[config.mk]
export PLATFORM = sky130hd
export DESIGN_NAME = bankr_wr_arbiter
export DESIGN_NICKNAME = d
export VERILOG_FILES = /design/src/rtl/bankr_wr_arbiter.sv
export SDC_FILE = /design/constraint.sdc
export NUM_CORES = 1
export LEC_CHECK = 0
export ABC_AREA = 1
export CORE_ASPECT_RATIO = 1.4
export CORE_MARGIN = 2
export CORE_UTILIZATION = 50
export CTS_CLUSTER_SIZE = 25
export DETAILED_ROUTE_END_ITERATION = 8
export PLACE_DENSITY = 0.81
export SLEW_MARGIN = 40
export SYNTH_ARGS = -nofsm -noshare
export SYNTH_HDL_FRONTEND = slang
export SYNTH_SLANG_ARGS = --single-unit
[constraint.sdc]
create_clock -name clk -period 3.89 [get_ports clk]
set_clock_uncertainty 0.2 [all_clocks]
set_input_delay 0.778 -clock clk [delete_from_list [all_inputs] [get_ports clk]]
set_output_delay 0.778 -clock clk [all_outputs]
set_load 0.02 [all_outputs]
[src/rtl/bankr_wr_arbiter.sv]
// Write-port arbiter for the 32x32 register bank: single-cycle source A has strict
// priority, variable-latency source B waits in an in-order queue with hazard flags.
module bankr_wr_arbiter #(
    parameter int DEPTH = 2
) (
    input  logic        clk,
    input  logic        rst,
    input  logic        A_Wen,
    input  logic [4:0]  A_Dir,
    input  logic [31:0] A_DIn,
    input  logic        B_Valid,
    output logic        B_Ready,
    input  logic [4:0]  B_Dir,
    input  logic [31:0] B_DIn,
    input  logic [4:0]  Rd1,
    input  logic [4:0]  Rd2,
    output logic        Haz1,
    output logic        Haz2,
    output logic        Rw,
    output logic [4:0]  Dir,
    output logic [31:0] DIn,
    output logic [2:0]  Pend
);
    localparam int              PW        = (DEPTH > 1) ? $clog2(DEPTH) : 1;
    localparam logic [2:0]      DEPTH_CNT = 3'(DEPTH);
    localparam logic [PW-1:0]   LAST      = PW'(DEPTH - 1);

    logic [DEPTH-1:0] q_valid;
    logic [4:0]       q_dir  [DEPTH];
    logic [31:0]      q_data [DEPTH];
    logic [PW-1:0]    head;
    logic [PW-1:0]    tail;
    logic             a_go;
    logic             push;
    logic             pop;

    function automatic logic [PW-1:0] nxt(input logic [PW-1:0] p);
        return (p == LAST) ? '0 : p + 1'b1;
    endfunction

    // Register 0 is hardwired, so a write to it is no request at all.
    assign a_go    = A_Wen && (A_Dir != 5'd0);
    assign B_Ready = !rst && (Pend < DEPTH_CNT);
    assign push    = B_Valid && B_Ready && (B_Dir != 5'd0);
    assign pop     = !a_go && (Pend != 3'd0);

    // NOTE: payload storage carries no reset; only the valid bits and pointers need one.
    always_ff @(posedge clk) begin
        if (push) begin
            q_dir[tail]  <= B_Dir;
            q_data[tail] <= B_DIn;
        end
    end

    always_ff @(posedge clk) begin
        if (rst) begin
            q_valid <= '0;
            head    <= '0;
            tail    <= '0;
            Pend    <= '0;
            Rw      <= 1'b0;
            Dir     <= '0;
            DIn     <= '0;
        end else begin
            // A is the newer producer, so older queued writes to its target die.
            for (int i = 0; i < DEPTH; i++) begin
                if (a_go && (q_dir[i] == A_Dir)) q_valid[i] <= 1'b0;
            end
            if (pop) begin
                q_valid[head] <= 1'b0;
                head          <= nxt(head);
            end
            if (push) begin
                q_valid[tail] <= !(a_go && (B_Dir == A_Dir));
                tail          <= nxt(tail);
            end

            case ({push, pop})
                2'b10:   Pend <= Pend + 3'd1;
                2'b01:   Pend <= Pend - 3'd1;
                default: Pend <= Pend;
            endcase

            if (a_go) begin
                Rw  <= 1'b1;
                Dir <= A_Dir;
                DIn <= A_DIn;
            end else if (pop) begin
                Rw <= q_valid[head];
                if (q_valid[head]) begin
                    Dir <= q_dir[head];
                    DIn <= q_data[head];
                end
            end else begin
                Rw <= 1'b0;
            end
        end
    end

    always_comb begin
        Haz1 = 1'b0;
        Haz2 = 1'b0;
        for (int i = 0; i < DEPTH; i++) begin
            if (q_valid[i] && (Rd1 != 5'd0) && (q_dir[i] == Rd1)) Haz1 = 1'b1;
            if (q_valid[i] && (Rd2 != 5'd0) && (q_dir[i] == Rd2)) Haz2 = 1'b1;
        end
    end
endmodule
==> results of run 1 <==
-- placed cells by master (no fill, tap or decap), types with 2 or more instances in the layout --
cell type | synthesis | final
a21oi_1 | 13 | 13
a21oi_2 | 10 | 10
buf_4 | 2 | 6
bufinv_16 | 0 | 5
clkbuf_1 | 10 | 3
clkbuf_16 | 0 | 17
clkdlybuf4s50_1 | 0 | 131
clkinv_1 | 0 | 3
clkinvlp_4 | 0 | 3
dfxtp_1 | 46 | 46
edfxtp_1 | 74 | 74
inv_1 | 70 | 67
inv_2 | 3 | 4
nand2_1 | 262 | 262
nand3_1 | 39 | 39
nand4_1 | 7 | 7
nor2_1 | 18 | 18
nor3_1 | 4 | 4
o21ai_0 | 12 | 12
o21ai_1 | 15 | 15
or2_2 | 2 | 2
xnor2_1 | 5 | 5
xor2_1 | 14 | 14
-- layer usage --
layer / wire (µm) / vias to the layer above
li1: - / 2259
met3: 828 / 28
met2: 7260 / 145
met4: 286 / 0
met5: 0 / -
met1: 5140 / 2130
-- metrics by stage --
stage          cells  instance area [µm²]  setup WS [ns]  util (%)
2_1_floorplan    629                 5460           1.19         -
3_3_place_gp     881                 6820          0.455      63.4
3_5_place_dp     881                 6820          0.351      63.4
4_1_cts          913                 7450          0.345      69.3
5_1_grt          913                 7450          0.268      69.3
6_report         913                 7450          0.309      69.3
-- final timing paths --
path                         from              endpoint  slack [ns]
max                        Rd2[2]                  Haz2        0.31
min           DIn[4]$_SDFFE_PP0P_   DIn[4]$_SDFFE_PP0P_        0.28
max reg2reg  Pend[1]$_SDFFE_PP0P_  Pend[2]$_SDFFE_PP0P_        1.73
min reg2reg   DIn[4]$_SDFFE_PP0P_   DIn[4]$_SDFFE_PP0P_        0.28
-- worst reg2reg max path, stage by stage (launching register included) --
cell,delay [ns]
dfxtp_1,0.38
nor2_1,0.08
nand2_1,0.13
nand2_1,0.13
inv_1,0.09
ha_1,0.13
inv_1,0.07
fa_1,0.38
a21oi_1,0.14
o21ai_0,0.11
o21ai_0,0.16
a21oi_1,0.05
-- state kept, by name, indices dropped and copies added (netlist names), named ones only --
register	cells
q_data	64
DIn	32
q_dir	10
Dir	5
Pend	3
q_valid	2
Rw	1
head	1
tail	1
-- where the power goes --
group          switching [W]  total (W)  internal, W
sequential         0.0000607    0.00154      0.00148
combinational       0.000487   0.000794     0.000307
clock               0.000537    0.00167      0.00114
total                0.00108    0.00401      0.00292
-- synth_stat cells (3+ instances only) --
| master | number | area (µm²) |
|---|---|---|
| nor3_1 | 4 | 20.0 |
| inv_1 | 70 | 263 |
| edfxtp_1 | 74 | 2220 |
| buf_6 | 9 | 101 |
| buf_2 | 3 | 15.0 |
| nor2_1 | 18 | 67.6 |
| a21oi_2 | 10 | 87.6 |
| a21oi_1 | 13 | 65.1 |
| xor2_1 | 14 | 123 |
| xnor2_1 | 5 | 43.8 |
| nand2_1 | 262 | 983 |
| clkbuf_1 | 10 | 37.5 |
| o21ai_0 | 12 | 60.1 |
| nand3_1 | 39 | 195 |
| inv_2 | 3 | 11.3 |
| o21ai_1 | 15 | 75.1 |
| nand4_1 | 7 | 43.8 |
| dfxtp_1 | 46 | 921 |
-- area by class of cell --
type / instances / area share [%]
sequential: 120 / 42.2
multi-input combinational: 409 / 25.0
timing repair buffer: 137 / 18.2
clock buffer: 20 / 5.86
inverter: 74 / 3.76
clock inverter: 12 / 2.67
tap: 141 / 2.37
-- cells by family after synthesis --
family	synth area share [%]
xor+xnor	3.05
buf+inv	8.36
simple gates	25.2
fa+ha+maj	0.596
compound gates	5.27
flops	57.6
==> metrics, run 1 <==
outcome complete, no violations; Worst Path Buf+Inv 3; Post-Route WL 13500 µm; max-capacitance violation count 0; total negative setup slack 0 ns; row cnt 45; Via-to-Cell Ratio between 4 and 5; worst setup path class input pin to output pin; crit-path max cell delay around 0.53 ns; Hold Path Stages 2; CTS Buf Count 17; Async SR Flop Fraction 0%; GPL Wtd Cong around 0.9; Post-synth EDFFs 74; worst-path cell chain clkdlybuf4s50_1 > nor3_1 > nand3_1 > nand2_1 > inv_1 > nand4_1 > nand2_1 > clkdlybuf4s50_1; die height roughly 130 µm; setup bufs post-CTS 0; Register-to-Register Path Depth 11; total number of vias 4562; Detail Route Antenna Nets 0; FF+latch area ~0.0031 mm²; Port Buf Inserts ~130; Total GRT Usage 23.4%; post-DP HPWL slightly above 9000 µm; largest net degree at the start of global routing between 40 and 50; total stage count of the critical path 8; Cells after Synth ~630; H-tree levels 4; final count of hold timing violations 0; Post-Syn Area ~0.0055 mm²; Crit path arrival time between 2 and 3 ns; area of the multi-input gates 0.00186 mm²; drt pass-1 iters 5; Nets between 800 and 900; CTS Buffer Depth 2; die width approximately 92 µm; met2 usage between 40% and 50%; Power Dens Cells about 540 mW/mm²; Final Max Slew Viols 0; Root Driver clkbuf_16; Detailed Route Iter0 Violations ~190; maximum vdd drop around 350 µV; n_diodes 0; fraction of layout cells with a size suffix above 1 7.25%; CTS tree built; Initial Util between 50% and 60%; M1 GR Usage roughly 25%; most used routing layer met2; Synth cell types 30; Reg clk slew, reported paths about 0.05 ns; Slew @ Worst Pin just over 0.7 ns; core area around 0.011 mm²; Tcrit/Tclk final ~92%; most common flop cell mapped by yosys edfxtp_1; Setup crit end kind output pin; GR Overflow Total 0; slew margin rel. 51.5%; Setup Viol. Count Final 0; WL per Instance around 15 µm; Tot Pwr 0.00401 W; unrepaired setup endpoints after global routing no; crit-path leading delay family buffers and inverters; # fillers approximately 800; CP max-delay cell clkdlybuf4s50_1; Area growth, synth to finish 36.5%; WHS around 0.28 ns; Startpoint Class input pin; maximum clock rate roughly 0.28 GHz; Leakage Power 3.27 nW; syn nets around 720; IO Pins between 100 and 150; worst hold path class flop to flop; Worst EP required 2.91 ns; full die area ~0.012 mm²; Tmin final about 3.6 ns; DRC 0; antenna violations before repair 0; # hold bufs at CTS 0; TritonCTS Sinks 120; flops & latches, synth 120; Crit Path Max Fanout 4; first-pass GRT wire length 21400 µm; met3 Resource Use GR under 10%; synth warn 0; number of global-route vias before repair 4600; Clk Latency, worst-skew pair 0.40 ns; post-CTS sizing 0; post-synthesis sequential area ratio between 50% and 60%; Post-Syn Area per Cell about 8.7 µm²
(Power assumes the default switching activity.)
==> inputs of run 2 (changes only) <==
DONT_BUFFER_PORTS = 1   (was unset)
PLACE_DENSITY = unset   (was 0.81)
==> metrics, run 2 (synthesis gave the netlist of run 1 again) <==
met3 Resource Use GR 7.43% (was 6.25%); die width 92.3 µm (unchanged); Leakage Power 2.76 nW (was 3.27 nW); Tmin final 2.75 ns (was 3.58 ns); largest net degree at the start of global routing 42 (unchanged); Crit path arrival time 1.77 ns (was 2.60 ns); crit-path max cell delay 0.51 ns (was 0.53 ns); most used routing layer met2 (unchanged); max-capacitance violation count 0 (unchanged); # hold bufs at CTS 0 (unchanged); Final Max Slew Viols 0 (unchanged); Tot Pwr 0.00367 W (was 0.00401 W); worst hold path class input pin to flop (was flop to flop); Power Dens Cells 603 mW/mm² (was 538 mW/mm²); final cell count without fillers 778 (was 913); Placed Cells 746 (was 881); core area 0.0108 mm² (unchanged); Clk Latency, worst-skew pair 0.40 ns (about the same); outcome complete, no violations (unchanged); row cnt 45 (unchanged); CP max-delay cell edfxtp_1 (was clkdlybuf4s50_1); Tcrit/Tclk final 70.7% (was 92.1%); maximum vdd drop 388 µV (was 348 µV); Port Buf Inserts 0 (was 131); post-DP HPWL 8260 µm (was 9220 µm); WHS 0.243 ns (was 0.284 ns); die height 128 µm (unchanged); full die area 0.0118 mm² (unchanged); total negative setup slack 0 ns (unchanged); Post-Route WL 12300 µm (was 13500 µm); Nets 714 (was 849); DRC 0 (unchanged); Area growth, synth to finish 11.4% (was 36.5%); Detail Route Antenna Nets 0 (unchanged); final count of hold timing violations 0 (unchanged); worst setup path class flop to output pin (was input pin to output pin); met2 usage 38.7% (was 43.7%); antenna violations before repair 0 (unchanged); CTS tree built (unchanged); CTS Buffer Depth 2 (unchanged); # fillers 988 (was 802); crit-path leading delay family simple AND/OR/NAND/NOR gates (was buffers and inverters); Worst Path Buf+Inv 0 (was 3); drt pass-1 iters 5 (unchanged); post-CTS sizing 0 (unchanged); Initial Util 50.8% (unchanged); WL per Instance 15.8 µm (was 14.8 µm); GR Overflow Total 0 (unchanged); commonest non-fill, non-tap cell in the layout nand2_1 (unchanged); total number of vias 3971 (was 4562); Startpoint Class flop (was input pin); Setup crit end kind output pin (unchanged); Slew @ Worst Pin 0.723 ns (was 0.727 ns); Reg with most FFs q_data (unchanged); slew margin rel. 51.7% (was 51.5%); unrepaired setup endpoints after global routing no (unchanged); first-pass GRT wire length 19000 µm (was 21400 µm); Detailed Route Iter0 Violations 112 (was 188); Crit Path Max Fanout 4 (unchanged); Worst EP required 2.91 ns (about the same); worst-path cell chain xor2_1 > nor4_1 > nand3_1 > nand2_1 (was clkdlybuf4s50_1 > nor3_1 > nand3_1 > nand2_1 > inv_1 > nand4_1 > nand2_1 > clkdlybuf4s50_1); max FFs per register 64 (unchanged); n_diodes 0 (unchanged); Root Driver clkbuf_16 (unchanged); CTS Buf Count 17 (unchanged); setup bufs post-CTS 0 (unchanged); H-tree levels 4 (unchanged); TritonCTS Sinks 120 (unchanged); number of global-route vias before repair 3863 (was 4600); Via-to-Cell Ratio 5.10 (was 5.00); most frequent cells in the layout nand2_1 (262), edfxtp_1 (74), inv_1 (67) (was nand2_1 (262), clkdlybuf4s50_1 (131), edfxtp_1 (74)); Reg clk slew, reported paths 0.05 ns (about the same); fraction of layout cells with a size suffix above 1 8.63% (was 7.25%); maximum clock rate 0.364 GHz (was 0.279 GHz); Total GRT Usage 21.4% (was 23.4%); Setup Viol. Count Final 0 (unchanged); M1 GR Usage 22.4% (was 24.9%); GPL Wtd Cong 0.868 (was 0.882); Top Registers q_data: 64 flops, DIn: 32 flops, q_dir: 10 flops (unchanged); IO Pins 132 (unchanged)
-- run 2: changes by cell type in the layout (fill, tap and decap cells not counted), sizes merged --
cell           delta
buf               -4
bufinv            -4
clkbuf            +7
clkdlybuf4s50   -131
clkinv            -4
clkinvlp          -3
inv               +4
-- run 2: area by class of cell --
type | count | area, µm² | area share (%)
Clock buffer | 27 | 546 | 8.97
Clock inverter | 5 | 53.8 | 0.885
Inverter | 74 | 285 | 4.69
Multi-Input combinational cell | 409 | 1860 | 30.6
Sequential cell | 120 | 3140 | 51.7
Tap cell | 141 | 176 | 2.90
Timing Repair Buffer | 2 | 15.0 | 0.247
-- run 2: worst reg2reg max path, cell delays in order (launching register included) --
cell,delay (ns)
dfxtp_1,0.50
nor2_1,0.11
nand2_1,0.13
nand2_1,0.12
inv_1,0.09
ha_1,0.14
inv_1,0.07
fa_1,0.37
a21oi_1,0.15
o21ai_0,0.11
o21ai_0,0.16
a21oi_1,0.05
-- run 2: path summary, 6_finish.rpt --
path                          from               endpoint  slack (ns)  cells after the start
min                            rst  q_valid[1]$_SDFF_PP0_        0.24                      1
max reg2reg   Pend[1]$_SDFFE_PP0P_   Pend[2]$_SDFFE_PP0P_        1.58                     11
min reg2reg      tail$_SDFFE_PP0P_      tail$_SDFFE_PP0P_        0.30                      2
max          q_dir[1][3]$_DFFE_PP_                   Haz1        1.14                      4
-- run 2: layer usage --
layer	wire length (µm)	vias to the layer above
li1	-	1985
met1	4690	1828
met2	6400	133
met3	904	25
met4	256	0
met5	0	-
-- run 2: power by group --
group	internal (W)	switching, W
clock network	0.00102	0.000515
logic	0.000149	0.000374
registers	0.00148	0.000123
-- run 2: stage by stage --
step / setup slack [ns] / util [%] / instance area, µm²
floorplan: 1.19 / - / 5460
global placement: 1.15 / 50.9 / 5480
detailed placement: 1.12 / 51.0 / 5480
CTS: 1.18 / 56.5 / 6080
global route: 1.10 / 56.5 / 6080
finish: 1.14 / 56.5 / 6080
